### config.mk
export PLATFORM = sky130hd
export DESIGN_NAME = pingpong_ctrl
export DESIGN_NICKNAME = d
export VERILOG_FILES = /design/src/rtl/pingpong_ctrl.sv
export SDC_FILE = /design/constraint.sdc
export NUM_CORES = 1
export LEC_CHECK = 0
export BUFFER_PORTS_ARGS = -buffer_cell sky130_fd_sc_hd__buf_4
export CAP_MARGIN = 5
export CORE_ASPECT_RATIO = 0.5
export CORE_MARGIN = 3
export CORE_UTILIZATION = 32
export CTS_CLUSTER_DIAMETER = 40
export DETAILED_ROUTE_END_ITERATION = 8
export GPL_TIMING_DRIVEN = 0
export MAX_ROUTING_LAYER = met4
export PLACE_DENSITY = 0.54
export SLEW_MARGIN = 30
export SYNTH_ARGS = -nofsm -noshare
export SYNTH_HDL_FRONTEND = slang
export SYNTH_SLANG_ARGS = --single-unit
### constraint.sdc
create_clock -name ap_clk -period 2.4 [get_ports ap_clk]
set_input_delay 0.36 -clock ap_clk [delete_from_list [all_inputs] [get_ports ap_clk]]
set_output_delay 0.36 -clock ap_clk [all_outputs]
set_load 0.02 [all_outputs]
### src/rtl/pingpong_ctrl.sv
// Ping-pong buffer sequencer: launches a producer into the empty bank and a consumer on the
// full bank, both over ap_ctrl_chain handshakes, for a programmed number of iterations.
module pingpong_ctrl #(
  parameter int unsigned ITER_W = 8
) (
  input  logic              ap_clk,
  input  logic              ap_rst,
  input  logic              ap_start,
  input  logic [ITER_W-1:0] num_iter,
  output logic              ap_done,
  output logic              ap_ready,
  output logic              ap_idle,
  output logic              prod_start,
  input  logic              prod_ready,
  input  logic              prod_done,
  output logic              prod_continue,
  output logic              prod_bank,
  output logic              cons_start,
  input  logic              cons_ready,
  input  logic              cons_done,
  output logic              cons_continue,
  output logic              cons_bank
);

  typedef enum logic [1:0] {StIdle, StRun, StDone} state_e;

  localparam logic [ITER_W-1:0] CntOne = {{(ITER_W-1){1'b0}}, 1'b1};

  state_e            state_q, state_d;
  logic [ITER_W-1:0] total_q, total_d;
  logic [ITER_W-1:0] prod_cnt_q, prod_cnt_d;
  logic [ITER_W-1:0] cons_cnt_q, cons_cnt_d;
  logic              prod_act_q, prod_act_d;
  logic              cons_act_q, cons_act_d;
  logic              prod_start_q, prod_start_d;
  logic              cons_start_q, cons_start_d;
  logic [1:0]        bank_full_q, bank_full_d;
  logic              wr_ptr_q, wr_ptr_d;
  logic              rd_ptr_q, rd_ptr_d;

  logic clr_cnt;
  logic run;
  logic prod_launch, prod_cmp, prod_ack;
  logic cons_launch, cons_cmp, cons_ack;

  // Top-level start/done sequencing
  always_comb begin
    state_d = state_q;
    total_d = total_q;
    clr_cnt = 1'b0;
    unique case (state_q)
      StIdle: begin
        if (ap_start) begin
          total_d = num_iter;
          clr_cnt = 1'b1;
          state_d = (num_iter == '0) ? StDone : StRun;
        end
      end
      StRun: begin
        if (cons_cnt_q == total_q) begin
          state_d = StDone;
        end
      end
      StDone:  state_d = StIdle;
      default: state_d = StIdle;
    endcase
  end

  assign run = (state_q == StRun);

  // Launches only consider registered state, so a freed bank is seen one cycle after done.
  always_comb begin
    prod_launch = run & ~prod_act_q & (prod_cnt_q < total_q) & ~bank_full_q[wr_ptr_q];
    cons_launch = run & ~cons_act_q & (cons_cnt_q < total_q) & bank_full_q[rd_ptr_q];
    prod_cmp    = prod_act_q & prod_done;
    cons_cmp    = cons_act_q & cons_done;
    prod_ack    = prod_start_q & prod_ready;
    cons_ack    = cons_start_q & cons_ready;
  end

  always_comb begin
    prod_start_d = prod_start_q;
    prod_act_d   = prod_act_q;
    if (prod_launch) begin
      prod_start_d = 1'b1;
      prod_act_d   = 1'b1;
    end else begin
      if (prod_ack || prod_cmp) prod_start_d = 1'b0;
      if (prod_cmp)             prod_act_d   = 1'b0;
    end

    cons_start_d = cons_start_q;
    cons_act_d   = cons_act_q;
    if (cons_launch) begin
      cons_start_d = 1'b1;
      cons_act_d   = 1'b1;
    end else begin
      if (cons_ack || cons_cmp) cons_start_d = 1'b0;
      if (cons_cmp)             cons_act_d   = 1'b0;
    end
  end

  // Producer and consumer always own opposite banks, so both updates can land in one edge.
  always_comb begin
    bank_full_d = bank_full_q;
    wr_ptr_d    = wr_ptr_q;
    rd_ptr_d    = rd_ptr_q;
    if (prod_cmp) begin
      bank_full_d[wr_ptr_q] = 1'b1;
      wr_ptr_d              = ~wr_ptr_q;
    end
    if (cons_cmp) begin
      bank_full_d[rd_ptr_q] = 1'b0;
      rd_ptr_d              = ~rd_ptr_q;
    end
  end

  always_comb begin
    prod_cnt_d = prod_cnt_q;
    cons_cnt_d = cons_cnt_q;
    if (clr_cnt) begin
      prod_cnt_d = '0;
      cons_cnt_d = '0;
    end else begin
      if (prod_cmp) prod_cnt_d = prod_cnt_q + CntOne;
      if (cons_cmp) cons_cnt_d = cons_cnt_q + CntOne;
    end
  end

  always_ff @(posedge ap_clk or posedge ap_rst) begin
    if (ap_rst) begin
      state_q      <= StIdle;
      total_q      <= '0;
      prod_cnt_q   <= '0;
      cons_cnt_q   <= '0;
      prod_act_q   <= 1'b0;
      cons_act_q   <= 1'b0;
      prod_start_q <= 1'b0;
      cons_start_q <= 1'b0;
      bank_full_q  <= 2'b00;
      wr_ptr_q     <= 1'b0;
      rd_ptr_q     <= 1'b0;
    end else begin
      state_q      <= state_d;
      total_q      <= total_d;
      prod_cnt_q   <= prod_cnt_d;
      cons_cnt_q   <= cons_cnt_d;
      prod_act_q   <= prod_act_d;
      cons_act_q   <= cons_act_d;
      prod_start_q <= prod_start_d;
      cons_start_q <= cons_start_d;
      bank_full_q  <= bank_full_d;
      wr_ptr_q     <= wr_ptr_d;
      rd_ptr_q     <= rd_ptr_d;
    end
  end

  // Continue mirrors done so the sub-blocks never hold a pending done.
  assign prod_continue = prod_done;
  assign cons_continue = cons_done;
  assign prod_start    = prod_start_q;
  assign cons_start    = cons_start_q;
  assign prod_bank     = wr_ptr_q;
  assign cons_bank     = rd_ptr_q;
  assign ap_done       = (state_q == StDone);
  assign ap_ready      = ap_done;
  assign ap_idle       = (state_q == StIdle) & ~ap_start;

endmodule
==> Word-level counts from Yosys, hierarchy flattened <==
Cells that the tools add are included.
{ "word_totals": {"regBits": 34, "in_bits": 15, "output_inout_bits": 9, "wordCells": 86} }
{ "classes": {"addsub": 2, "order_cmp": 6, "eq_ne": 5, "mux": 28, "bitwise_logic": 20, "reduce_logical": 14} }
{ "op_table": {"columns": ["op", "count"], "rows": [
  ["$mux W8", 4],
  ["$add A8 B1 Y8 const B", 2],
  ["$lt A8 B8 Y1", 2],
  ["$mux W1", 16],
  ["$reduce_bool A2 Y1", 6],
  ["$and A1 B1 Y1", 11],
  ["$mux W2", 5],
  ["$eq A8 B8 Y1", 1],
  ["$logic_not A8 Y1", 1],
  ["$not A1 Y1", 6],
  ["$lt A1 B2 Y1 const B", 2],
  ["$pmux W2 S2", 1],
  ["$reduce_and A2 Y1", 2],
  ["$and A2 B2 Y2", 1],
  ["$demux W1 S1", 2],
  ["$eq A2 B1 Y1 const B", 1],
  ["$eq A2 B2 Y1 const B", 1],
  ["$ge A1 B1 Y1 const B", 2],
  ["$logic_and A1 B1 Y1", 2],
  ["$logic_not A2 Y1", 1],
  ["$logic_or A1 B1 Y1", 2],
  ["$ne A2 B1 Y1 const B", 1],
  ["$ne A2 B2 Y1 const B", 1],
  ["$not A2 Y2", 1],
  ["$or A2 B2 Y2", 1]
]} }

==> Logic depth before layout (Yosys ltp) <==
Gate-level depths: netlist (run 1).
{ "depth": {"ltp_word": 8, "depth_mapped": 6, "mapped_depth_nobuf": 6} }

==> Worst setup path before layout (run 1) <==
No wires, ideal clock.
{ "synth_path": {"path_type": "in2reg", "from": "in num_iter[6]", "to": "reg state_q[1]", "setup_ps": 77, "t_arrival_ps": 1472, "t_required_ps": 2323, "path_slack_ps": 851, "path_stages": 3, "path_buffers": 0, "path_cell_list": "or4_1 -> or4_1 -> a21oi_1"} }
{ "synth_via": {"elab_chain_len": 4} }
{ "synth_lines": {"columns": ["element", "line_no", "rtl"], "rows": [
  ["start, declared", "9", "input logic [ITER_W-1:0] num_iter,"],
  ["$logic_not A8 Y1", "56", "state_d = (num_iter == '0) ? StDone : StRun;"],
  ["$mux W2", "56", null],
  ["$mux W2", "53", "if (ap_start) begin"],
  ["$pmux W2 S2", "51", "unique case (state_q)"],
  ["end signal, assigned", "132", "state_q <= StIdle;"],
  ["end signal, assigned", "144", "state_q <= state_d;"],
  ["end, declared", "29", "state_e state_q, state_d;"]
]} }
Every way passes these cells. The select of a mux whose other input is x is not followed.
A chain may end at the register's enable or synchronous reset.

==> Worst setup path in the final report (run 1) <==
{ "layout_path": {"from": "reg state_q[0]", "to": "reg total_q[4]"} }
{ "layout_via": {"elab_chain_len": 2} }
{ "layout_lines": {"columns": ["element", "line_no", "rtl"], "rows": [
  ["$logic_not A2 Y1", "51", null],
  ["$reduce_and A2 Y1 (no line)", null, null],
  ["end signal, assigned", "145", "total_q <= total_d;"],
  ["end, declared", "30", "logic [ITER_W-1:0] total_q, total_d;"]
]} }
Every way passes these cells.

==> results of run 1 <==
## stage by stage
stage                     hold slack, ns  util [%]  worst slack [ns]  cells  power (mW)
after floorplan                   0.4481         -            0.8510    194       1.559
after global placement            0.4777     40.20            0.6984    287       1.829
after detailed placement          0.4775     40.20            0.7039    287       1.855
after CTS                         0.2410     43.37            0.6885    295       2.570
after global routing              0.2803     43.37            0.5745    295       2.764
final                             0.2040     43.37            0.6860    295       2.544
## synth_stat cells, types with 3 or more instances
cell / instances / area (sq um)
buf_4: 3 / 22.52
or4_1: 3 / 22.52
a21oi_1: 12 / 60.06
nor2_1: 14 / 52.55
o21ai_0: 10 / 50.05
nand4_1: 6 / 37.54
inv_1: 13 / 48.80
nor3_1: 7 / 35.03
nand2_1: 23 / 86.33
clkbuf_1: 4 / 15.01
ha_1: 17 / 212.7
nand3_1: 6 / 30.03
o211ai_1: 4 / 30.03
dfrtp_1: 34 / 850.8
xnor2_1: 10 / 87.58
nand2b_1: 3 / 18.77
xor2_1: 4 / 35.03
## state kept, by name (all words and copies together) (netlist names)
| signal | count |
|---|---|
| bank_full_q | 2 |
| state_q | 2 |
| cons_bank | 1 |
| prod_start | 1 |
| prod_act_q | 1 |
| cons_cnt_q | 8 |
| cons_start | 1 |
| total_q | 8 |
| prod_cnt_q | 8 |
| prod_bank | 1 |
| cons_act_q | 1 |
## critical path, stage by stage, from the launching register on
cell and delay (ns):
dfrtp_1 0.43, nor3_1 0.48, clkbuf_1 0.48, o21ai_0 0.18
## power by group
part,switching [mW],internal [mW]
clock network,0.235,0.469
registers,0.174,0.767
logic,0.505,0.394
## how the worst max path moves through the flow
stage                     cells past startpoint                     end  slack (ns)                   start
after floorplan                               3  state_q[1]$_DFFE_PP0P_        0.85             num_iter[6]
after global placement                        4  state_q[1]$_DFFE_PP0P_        0.70             num_iter[6]
after global routing                          3  total_q[5]$_DFFE_PP0P_        0.57  state_q[0]$_DFFE_PP0P_
after detailed placement                      3  total_q[5]$_DFFE_PP0P_        0.70  state_q[0]$_DFFE_PP0P_
after CTS                                     3  total_q[5]$_DFFE_PP0P_        0.69  state_q[0]$_DFFE_PP0P_
final                                         3  total_q[4]$_DFFE_PP0P_        0.69  state_q[0]$_DFFE_PP0P_
## logic make-up (layout without fill, tap and decap cells)
| logic type | Yosys count | in the layout | share of synthesized area, % |
|---|---|---|---|
| mux | 3 | 3 | 1.759 |
| xor+xnor | 14 | 14 | 6.630 |
| buf+inv | 20 | 51 | 4.668 |
| flops | 34 | 34 | 46.01 |
| compound gates | 33 | 33 | 10.29 |
| fa+ha+maj | 17 | 17 | 11.50 |
| simple gates | 73 | 73 | 19.15 |
## area by class of cell
cell class,instances,area (sq um)
sequential,34,850.8
timing repair buffer,23,172.7
tap,70,87.58
buffer,7,37.54
multi-input combinational,140,912.1
clock buffer,8,166.4
fill,505,2972
inverter,13,48.80
## per-layer routing
| layer | vias to the layer above | part of all wire (%) | global-route usage [%] |
|---|---|---|---|
| met4 | 0 | 1.1 | 4.110 |
| met2 | 20 | 42 | 20.75 |
| met1 | 669 | 52 | 18.70 |
| li1 | 731 | - | - |
| met3 | 5 | 4.3 | 3.741 |
| met5 | - | 0 | - |
## cell usage in the layout, fill, tap and decap left out
cell type   n
dfrtp_1    34
buf_4      26
nand2_1    23
ha_1       17
nor2_1     14
inv_1      12
a21oi_1    12
o21ai_0    10
xnor2_1    10
nor3_1      7
nand4_1     6
nand3_1     6
clkbuf_16   5
clkbuf_1    4
xor2_1      4
o211ai_1    4
nand2b_1    3
or4_1       3
clkbuf_8    3
o21ai_1     2
and2_1      2
or3_1       2
nor2b_1     2
nor4_1      2
nand3b_1    2
a211o_1     2
mux2_2      2
o22a_1      1
inv_2       1
mux2i_1     1
o21a_1      1
o22ai_1     1
and3_1      1
==> reports/metrics.yaml, run 1 <==
yosys:
  syn_nets: 226
  synth-seq-cells: 34
  yosysUniqueCellTypes: 30
  ys_async_sr_fraction_pct: 100.0
  syn-mean-instance-area_sq_um: 9.532
  synth_cells: 194
  ys.flop_type: "dfrtp_1"
  synth_warnings: 0
  synth-seq-area-share_pct: 46.01
  synth_edf_count: 0
  netlist_area_sq_um: 1849
drt:
  remaining_drc_errors: 0
  first_iter_violations: 59
  vias: 1425
  totalWireLength_mm: 4.069
  routedWlPerCell_um: 13.79
  vias_per_cell: 4.831
  drtPass1Iterations: 4
  route.antenna.remaining_nets: 0
cts:
  cts_resized: 0
  numClockSinks: 34
  cts_root_buf: "clkbuf_16"
  cts.clk_slew.worst_paths_ns: 0.06
  cts_inserted_buffers: 5
  hold_buffers: 0
  post-cts-setup-buffers: 0
  clk_latency_ns: 0.28
  cts_tree: "yes"
  cts_max_path_buffers: 2
  htreeDepth: 2
power:
  ir_drop_mv: 0.4098
  powerDensity_nw_per_um2: 1118
  p_leak_nw: 1.057
run_status:
  status: "finished clean"
floorplan:
  pin_count: 24
  die_h_um: 59.76
  initial_utilization_pct: 35.24
  core_sq_um: 5248
  dieArea_sq_um: 6782
  rows: 18
  dieWidth_um: 113.5
final_layout:
  area.growth.synth_to_final_pct: 23.07
  drive_gt1_share_pct: 16.44
  final_nets: 256
  antennaDiodeCount: 0
  fin_area_sq_um: 2276
sta:
  min_period_ns: 1.714
  finClkSkew_ns: 0.005246
  finalSetupViolations: 0
  finalHoldViolations: 0
  timing.fmax_ghz: 0.5834
  rsz0062_at_grt: "false"
  worst-slew-pin-transition_ns: 0.7287
  setup_tns_ns: 0
  slew-limit-headroom_pct: 51.35
  period_share_pct: 71.42
  finalMaxSlewViolations: 0
setup_path:
  endpoint_kind: "flip-flop"
  reg2reg_depth: 3
  cp.arrival_ns: 1.84
  path_class: "flip-flop to flip-flop"
  rr_startpoint: "state_q[0]$_DFFE_PP0P_"
  critPathLaunchType: "flip-flop"
  r2r-end: "total_q[4]$_DFFE_PP0P_"
  crit_fanout: 10
  crit_required_ns: 2.53
  rrSetupSlack_ns: 0.69
placement:
  dp_hpwl_mm: 3.139
  placed_area_sq_um: 2110
  portBuffers: 23
  gp_congestion: 0.7916
min_path:
  min_path_type: "input port to async pin"
grt:
  grt_pass1_wl_mm: 6.962
  antenna_found_initial: 0
  grt.total_usage_pct: 13.93
  grt_max_degree: 35
  grt_pass1_vias: 1428
  overflow: 0
flow_run:
  drv_cap: 0
(Power assumes the default switching activity.)
==> run 2, diff against run 1 <==
Settings changed: PLACE_DENSITY 0.54 to 0.56.
Clock period 2.4 ns to 1.5 ns, I/O delays scaled along.
==> run 2 against run 1 <==
Effect of this change:
- clock power up 37%
- core utilization increased by 0.45 points
- cell area grew 1.0%
- largest power group unchanged
==> reports/metrics.yaml, run 2 (synthesis gave the netlist of run 1 again) <==
run_status:
  status: "finished clean"
drt:
  remaining_drc_errors: 0
  route.antenna.remaining_nets: 0
  vias: 1462
  drtPass1Iterations: 4
  routedWlPerCell_um: 13.84
  first_iter_violations: 53
  totalWireLength_mm: 4.097
  vias_per_cell: 4.939
setup_path:
  path_class: "flip-flop to flip-flop"
  cp.arrival_ns: 1.58
  crit_fanout: 3
  critPathLaunchType: "flip-flop"
  crit_required_ns: 1.64
  endpoint_kind: "flip-flop"
cts:
  clk_latency_ns: 0.28
  numClockSinks: 34
  cts_inserted_buffers: 5
  cts_tree: "yes"
  cts_max_path_buffers: 2
  cts.clk_slew.worst_paths_ns: 0.05
  htreeDepth: 2
  cts_root_buf: "clkbuf_16"
  hold_buffers: 0
final_layout:
  antennaDiodeCount: 0
  nFillCells: 524
  final_cell_mix: "dfrtp_1, buf_4, nand2_1"
  mostFrequentLayoutCell: "dfrtp_1"
  drive_gt1_share_pct: 20.80
  area.growth.synth_to_final_pct: 24.36
  fin_area_sq_um: 2300
  top_regs: "cons_cnt_q: 8 flops, prod_cnt_q: 8 flops, total_q: 8 flops"
  instances_no_fill: 296
  final_nets: 258
sta:
  slew-limit-headroom_pct: 51.33
  period_share_pct: 95.90
  finalMaxSlewViolations: 0
  finClkSkew_ns: 0.005699
  fin_ws_ns: 0.06153
  min_period_ns: 1.438
  timing.fmax_ghz: 0.6952
  setup_tns_ns: 0
  rsz0062_at_grt: "true"
  finalHoldViolations: 0
  worst-slew-pin-transition_ns: 0.7290
  finalSetupViolations: 0
  whs_ns: 0.07508
grt:
  grt.total_usage_pct: 13.86
  grt.met2_usage_pct: 21.59
  grt_pass1_wl_mm: 6.989
  gr-max-usage-layer: "met2"
  grt_max_degree: 35
  grt_pass1_vias: 1472
  overflow: 0
  antenna_found_initial: 0
  use_met1_pct: 18.02
  met3_usage_pct: 3.640
placement:
  gp_congestion: 0.7850
  dp_cells: 287
  post-place-ws_ns: -0.2259
  dp_hpwl_mm: 3.108
  placed_area_sq_um: 2110
  portBuffers: 23
power:
  p_int_mw: 2.513
  pwr-share-clk_pct: 24.2
  pwr-share-seq_pct: 38.0
  combPwrFrac_pct: 37.8
  powerDensity_nw_per_um2: 1738
  ir_drop_mv: 0.6146
  p_leak_nw: 1.056
  switching_share_pct: 37.11
  net-switching-power_mw: 1.483
floorplan:
  pin_count: 24
  initial_utilization_pct: 35.24
  die_h_um: 59.76
  rows: 18
  core_sq_um: 5248
  dieWidth_um: 113.5
  dieArea_sq_um: 6782
min_path:
  min_path_type: "input port to async pin"
flow_run:
  drv_cap: 0
==> run 2: worst max-delay path, stage by stage, from the launching register on <==
cell and delay [ns]:
dfrtp_1 0.34, inv_2 0.06, buf_4 0.13, ha_1 0.32
nand4_1 0.15, a21oi_1 0.21, o22ai_1 0.10
==> run 2: per-stage QoR <==
| stage | util [%] | total power [mW] |
|---|---|---|
| floorplan | - | 2.494 |
| global placement | 40.20 | 2.918 |
| detailed placement | 40.20 | 2.964 |
| CTS | 42.97 | 3.972 |
| global route | 43.82 | 4.345 |
| finish | 43.82 | 3.996 |
==> run 2: cell type report <==
| cell class | instances | area [sq um] | area share, % |
|---|---|---|---|
| Sequential cell | 34 | 852.1 | 37.05 |
| Tap cell | 70 | 87.58 | 3.808 |
| Timing Repair Buffer | 25 | 187.7 | 8.161 |
| Multi-Input combinational cell | 140 | 949.7 | 41.29 |
| Clock buffer | 7 | 132.6 | 5.767 |
| Buffer | 7 | 41.29 | 1.795 |
| Inverter | 13 | 48.80 | 2.122 |
==> run 2: path summary, 6_finish.rpt <==
kind                                             start                   endpoint  slack (ns)  cells after the start
worst max-delay path            total_q[7]$_DFFE_PP0P_     cons_act_q$_DFFE_PP0P_        0.06                      6
worst min-delay path                            ap_rst  prod_cnt_q[0]$_DFFE_PP0P_        0.08                      2
worst max register to register  total_q[7]$_DFFE_PP0P_     cons_act_q$_DFFE_PP0P_        0.06                      6
worst min register to register  state_q[1]$_DFFE_PP0P_     state_q[1]$_DFFE_PP0P_        0.51                      1
max in group asynchronous                       ap_rst  prod_cnt_q[3]$_DFFE_PP0P_        0.92                      2
min in group ap_clk                        num_iter[3]     total_q[3]$_DFFE_PP0P_        0.16                      3
==> run 2: power groups by stage <==
| stage | Clock, mW | Sequential, mW | Combinational (mW) |
|---|---|---|---|
| 4_1_cts | 0.985 | 1.51 | 1.48 |
| 3_5_place_dp | 0 | 1.52 | 1.44 |
| 5_1_grt | 1.01 | 1.56 | 1.77 |
| 2_1_floorplan | 0 | 1.51 | 0.985 |
| 6_report | 0.967 | 1.52 | 1.51 |
| 3_3_place_gp | 0 | 1.51 | 1.41 |
==> run 2: routing by layer <==
metal  up-vias  routed length [um]
li1        735                   -
met5         -                   0
met2        22                1816
met3         5                 140
met4         0                  31
met1       700                2108
==> run 2: repair_timing <==
action | in CTS | in global routing
setup endpoints to repair | 25 | 9
resized for setup | 5 | 7
cloned | 0 | 0
pin swaps | 0 | 7
setup buffers | 0 | 2
==> run 3, diff against run 2 <==
Settings changed: ABC_AREA set to 1, PLACE_DENSITY 0.56 to 0.54.
Clock period 1.5 ns to 1.8 ns, I/O delays scaled along.
==> run 3 against run 2 <==
Effect of this change:
- combinational power is 9% lower
- register-to-register slack better by 0.36 ns
- clock power is 14% lower
- maximum frequency is 4.1% higher
- sequential power is 19% lower
- non-clock buffer count is 3 lower
- area after synthesis is 9.6% higher
- sequential share of layout area is 2.2 points lower
==> reports/metrics.yaml, run 3 <==
final_layout:
  mostFrequentLayoutCell: "nand2_1"
  final_cell_mix: "nand2_1, inv_1, dfrtp_1"
  final_core_util_pct: 42.13
  instances_no_fill: 363
  nFillCells: 590
  final_nets: 312
  area.growth.synth_to_final_pct: 20.56
  antennaDiodeCount: 0
  drive_gt1_share_pct: 17.56
  top_regs: "cons_cnt_q: 8 flops, prod_cnt_q: 8 flops, total_q: 8 flops"
floorplan:
  die_h_um: 62.28
  dieArea_sq_um: 7383
  rows: 19
  dieWidth_um: 118.6
  pin_count: 24
  core_sq_um: 5801
  initial_utilization_pct: 34.94
yosys:
  synth_warnings: 0
  yosysMostFrequentCell: "nand2_1"
  synth_edf_count: 0
  ys_async_sr_fraction_pct: 100.0
  ys.flop_type: "dfrtp_1"
  yosysUniqueCellTypes: 32
  synth-seq-area-share_pct: 41.98
  netlist_area_sq_um: 2027
  synth_commonest_cells: "nand2_1, inv_1, dfrtp_1"
  yosys.area.top_type: "dfrtp_1"
  synth.top_cell.area_share_pct: 41.98
  syn-mean-instance-area_sq_um: 8.108
  syn_nets: 282
  synth_cells: 250
  synth_area_leaders: "dfrtp_1, ha_1, nand2_1, inv_1, o21ai_0"
  synth-seq-cells: 34
drt:
  vias_per_cell: 4.532
  route.antenna.remaining_nets: 0
  first_iter_violations: 71
  drtPass1Iterations: 4
  remaining_drc_errors: 0
  totalWireLength_mm: 4.476
  routedWlPerCell_um: 12.33
  vias: 1645
setup_path:
  cp.arrival_ns: 1.60
  crit_slowest_cell: "dfrtp_1"
  endpoint_kind: "flip-flop"
  critPathBufInv: 2
  critPathLaunchType: "flip-flop"
  rrSetupSlack_ns: 0.42
  crit_fanout: 3
  max_stage_delay_ns: 0.34
  path_class: "flip-flop to flip-flop"
  crit_required_ns: 2.02
  critPathTopFamily: "simple AND/OR/NAND/NOR gates"
  worstPathCellList: "inv_1 -> ha_1 -> nand3_1 -> nor2_1 -> nand3_1 -> nand2_1 -> o21ai_0 -> inv_1"
grt:
  grt_max_degree: 35
  overflow: 0
  grt_pass1_vias: 1608
  grt.total_usage_pct: 13.51
  antenna_found_initial: 0
  grt_pass1_wl_mm: 7.610
cts:
  cts_tree: "yes"
  hold_buffers: 0
  cts.clk_slew.worst_paths_ns: 0.05
  clk_latency_ns: 0.27
  numClockSinks: 34
  cts_root_buf: "clkbuf_16"
  cts_resized: 0
  htreeDepth: 2
  post-cts-setup-buffers: 0
  cts_max_path_buffers: 2
  cts_inserted_buffers: 5
placement:
  dp_hpwl_mm: 3.443
  post-place-ws_ns: 0.4141
  dp_cells: 357
  gp_congestion: 0.8723
  portBuffers: 23
run_status:
  status: "finished clean"
sta:
  whs_ns: 0.1237
  timing.fmax_ghz: 0.7235
  period_share_pct: 76.78
  finalHoldViolations: 0
  fin_ws_ns: 0.4179
  finClkSkew_ns: 0.004231
  rsz0062_at_grt: "false"
  setup_tns_ns: 0
  finalSetupViolations: 0
  min_period_ns: 1.382
  slew-limit-headroom_pct: 51.45
  worst-slew-pin-transition_ns: 0.7271
  finalMaxSlewViolations: 0
flow_run:
  drv_cap: 0
power:
  ir_drop_mv: 0.4196
  powerDensity_nw_per_um2: 1405
  p_leak_nw: 1.278
min_path:
  min_path_type: "input port to async pin"
==> run 3: layout make-up <==
cell class | instances | area [sq um] | share of cell area (%)
inverter | 46 | 178.9 | 7.322
tap | 84 | 105.1 | 4.301
multi-input combinational | 164 | 948.4 | 38.81
clock buffer | 6 | 138.9 | 5.684
sequential | 34 | 850.8 | 34.82
buffer | 6 | 48.80 | 1.997
timing repair buffer | 23 | 172.7 | 7.066
==> run 3: final timing paths <==
| check | cells past startpoint | start | to |
|---|---|---|---|
| max | 8 | total_q[7]$_DFFE_PP0P_ | state_q[1]$_DFFE_PP0P_ |
| min | 2 | ap_rst | prod_cnt_q[2]$_DFFE_PP0P_ |
| max reg2reg | 8 | total_q[7]$_DFFE_PP0P_ | state_q[1]$_DFFE_PP0P_ |
| min reg2reg | 2 | total_q[4]$_DFFE_PP0P_ | total_q[4]$_DFFE_PP0P_ |
| max in group asynchronous | 2 | ap_rst | cons_cnt_q[0]$_DFFE_PP0P_ |
| min in group ap_clk | 2 | cons_done | cons_act_q$_DFFE_PP0P_ |
==> run 3: cells by family (layout without fill, tap and decap cells) <==
logic type	after synthesis	after routing	synth area share, %
buffers and inverters	52	81	11.23
xor gates and xnor gates	2	2	0.8644
AOI/OAI and AO/OA	41	41	10.93
adders and majority gates	17	17	10.49
DFF	34	34	41.98
muxes	1	1	0.4938
and+or+nand+nor	103	103	24.01
==> run 3: report_power, final <==
part	switching, mW	internal [mW]	total, mW
combinational	0.837	0.541	1.38
sequential	0.205	1.02	1.23
clock	0.296	0.534	0.830
==> run 3: metal layers <==
metal	up-vias	wire (um)	track usage (%)
met1	762	2314	17.94
met3	7	129	3.264
li1	857	-	-
met5	-	0	-
met2	19	1941	19.36
met4	0	91	6.494
==> run 3: per-stage QoR <==
step,total power [mW],cell area [sq um]
after floorplan,2.210,2027
after global placement,2.582,2305
after detailed placement,2.631,2305
after CTS,3.485,2444
after global routing,3.765,2444
final,3.434,2444
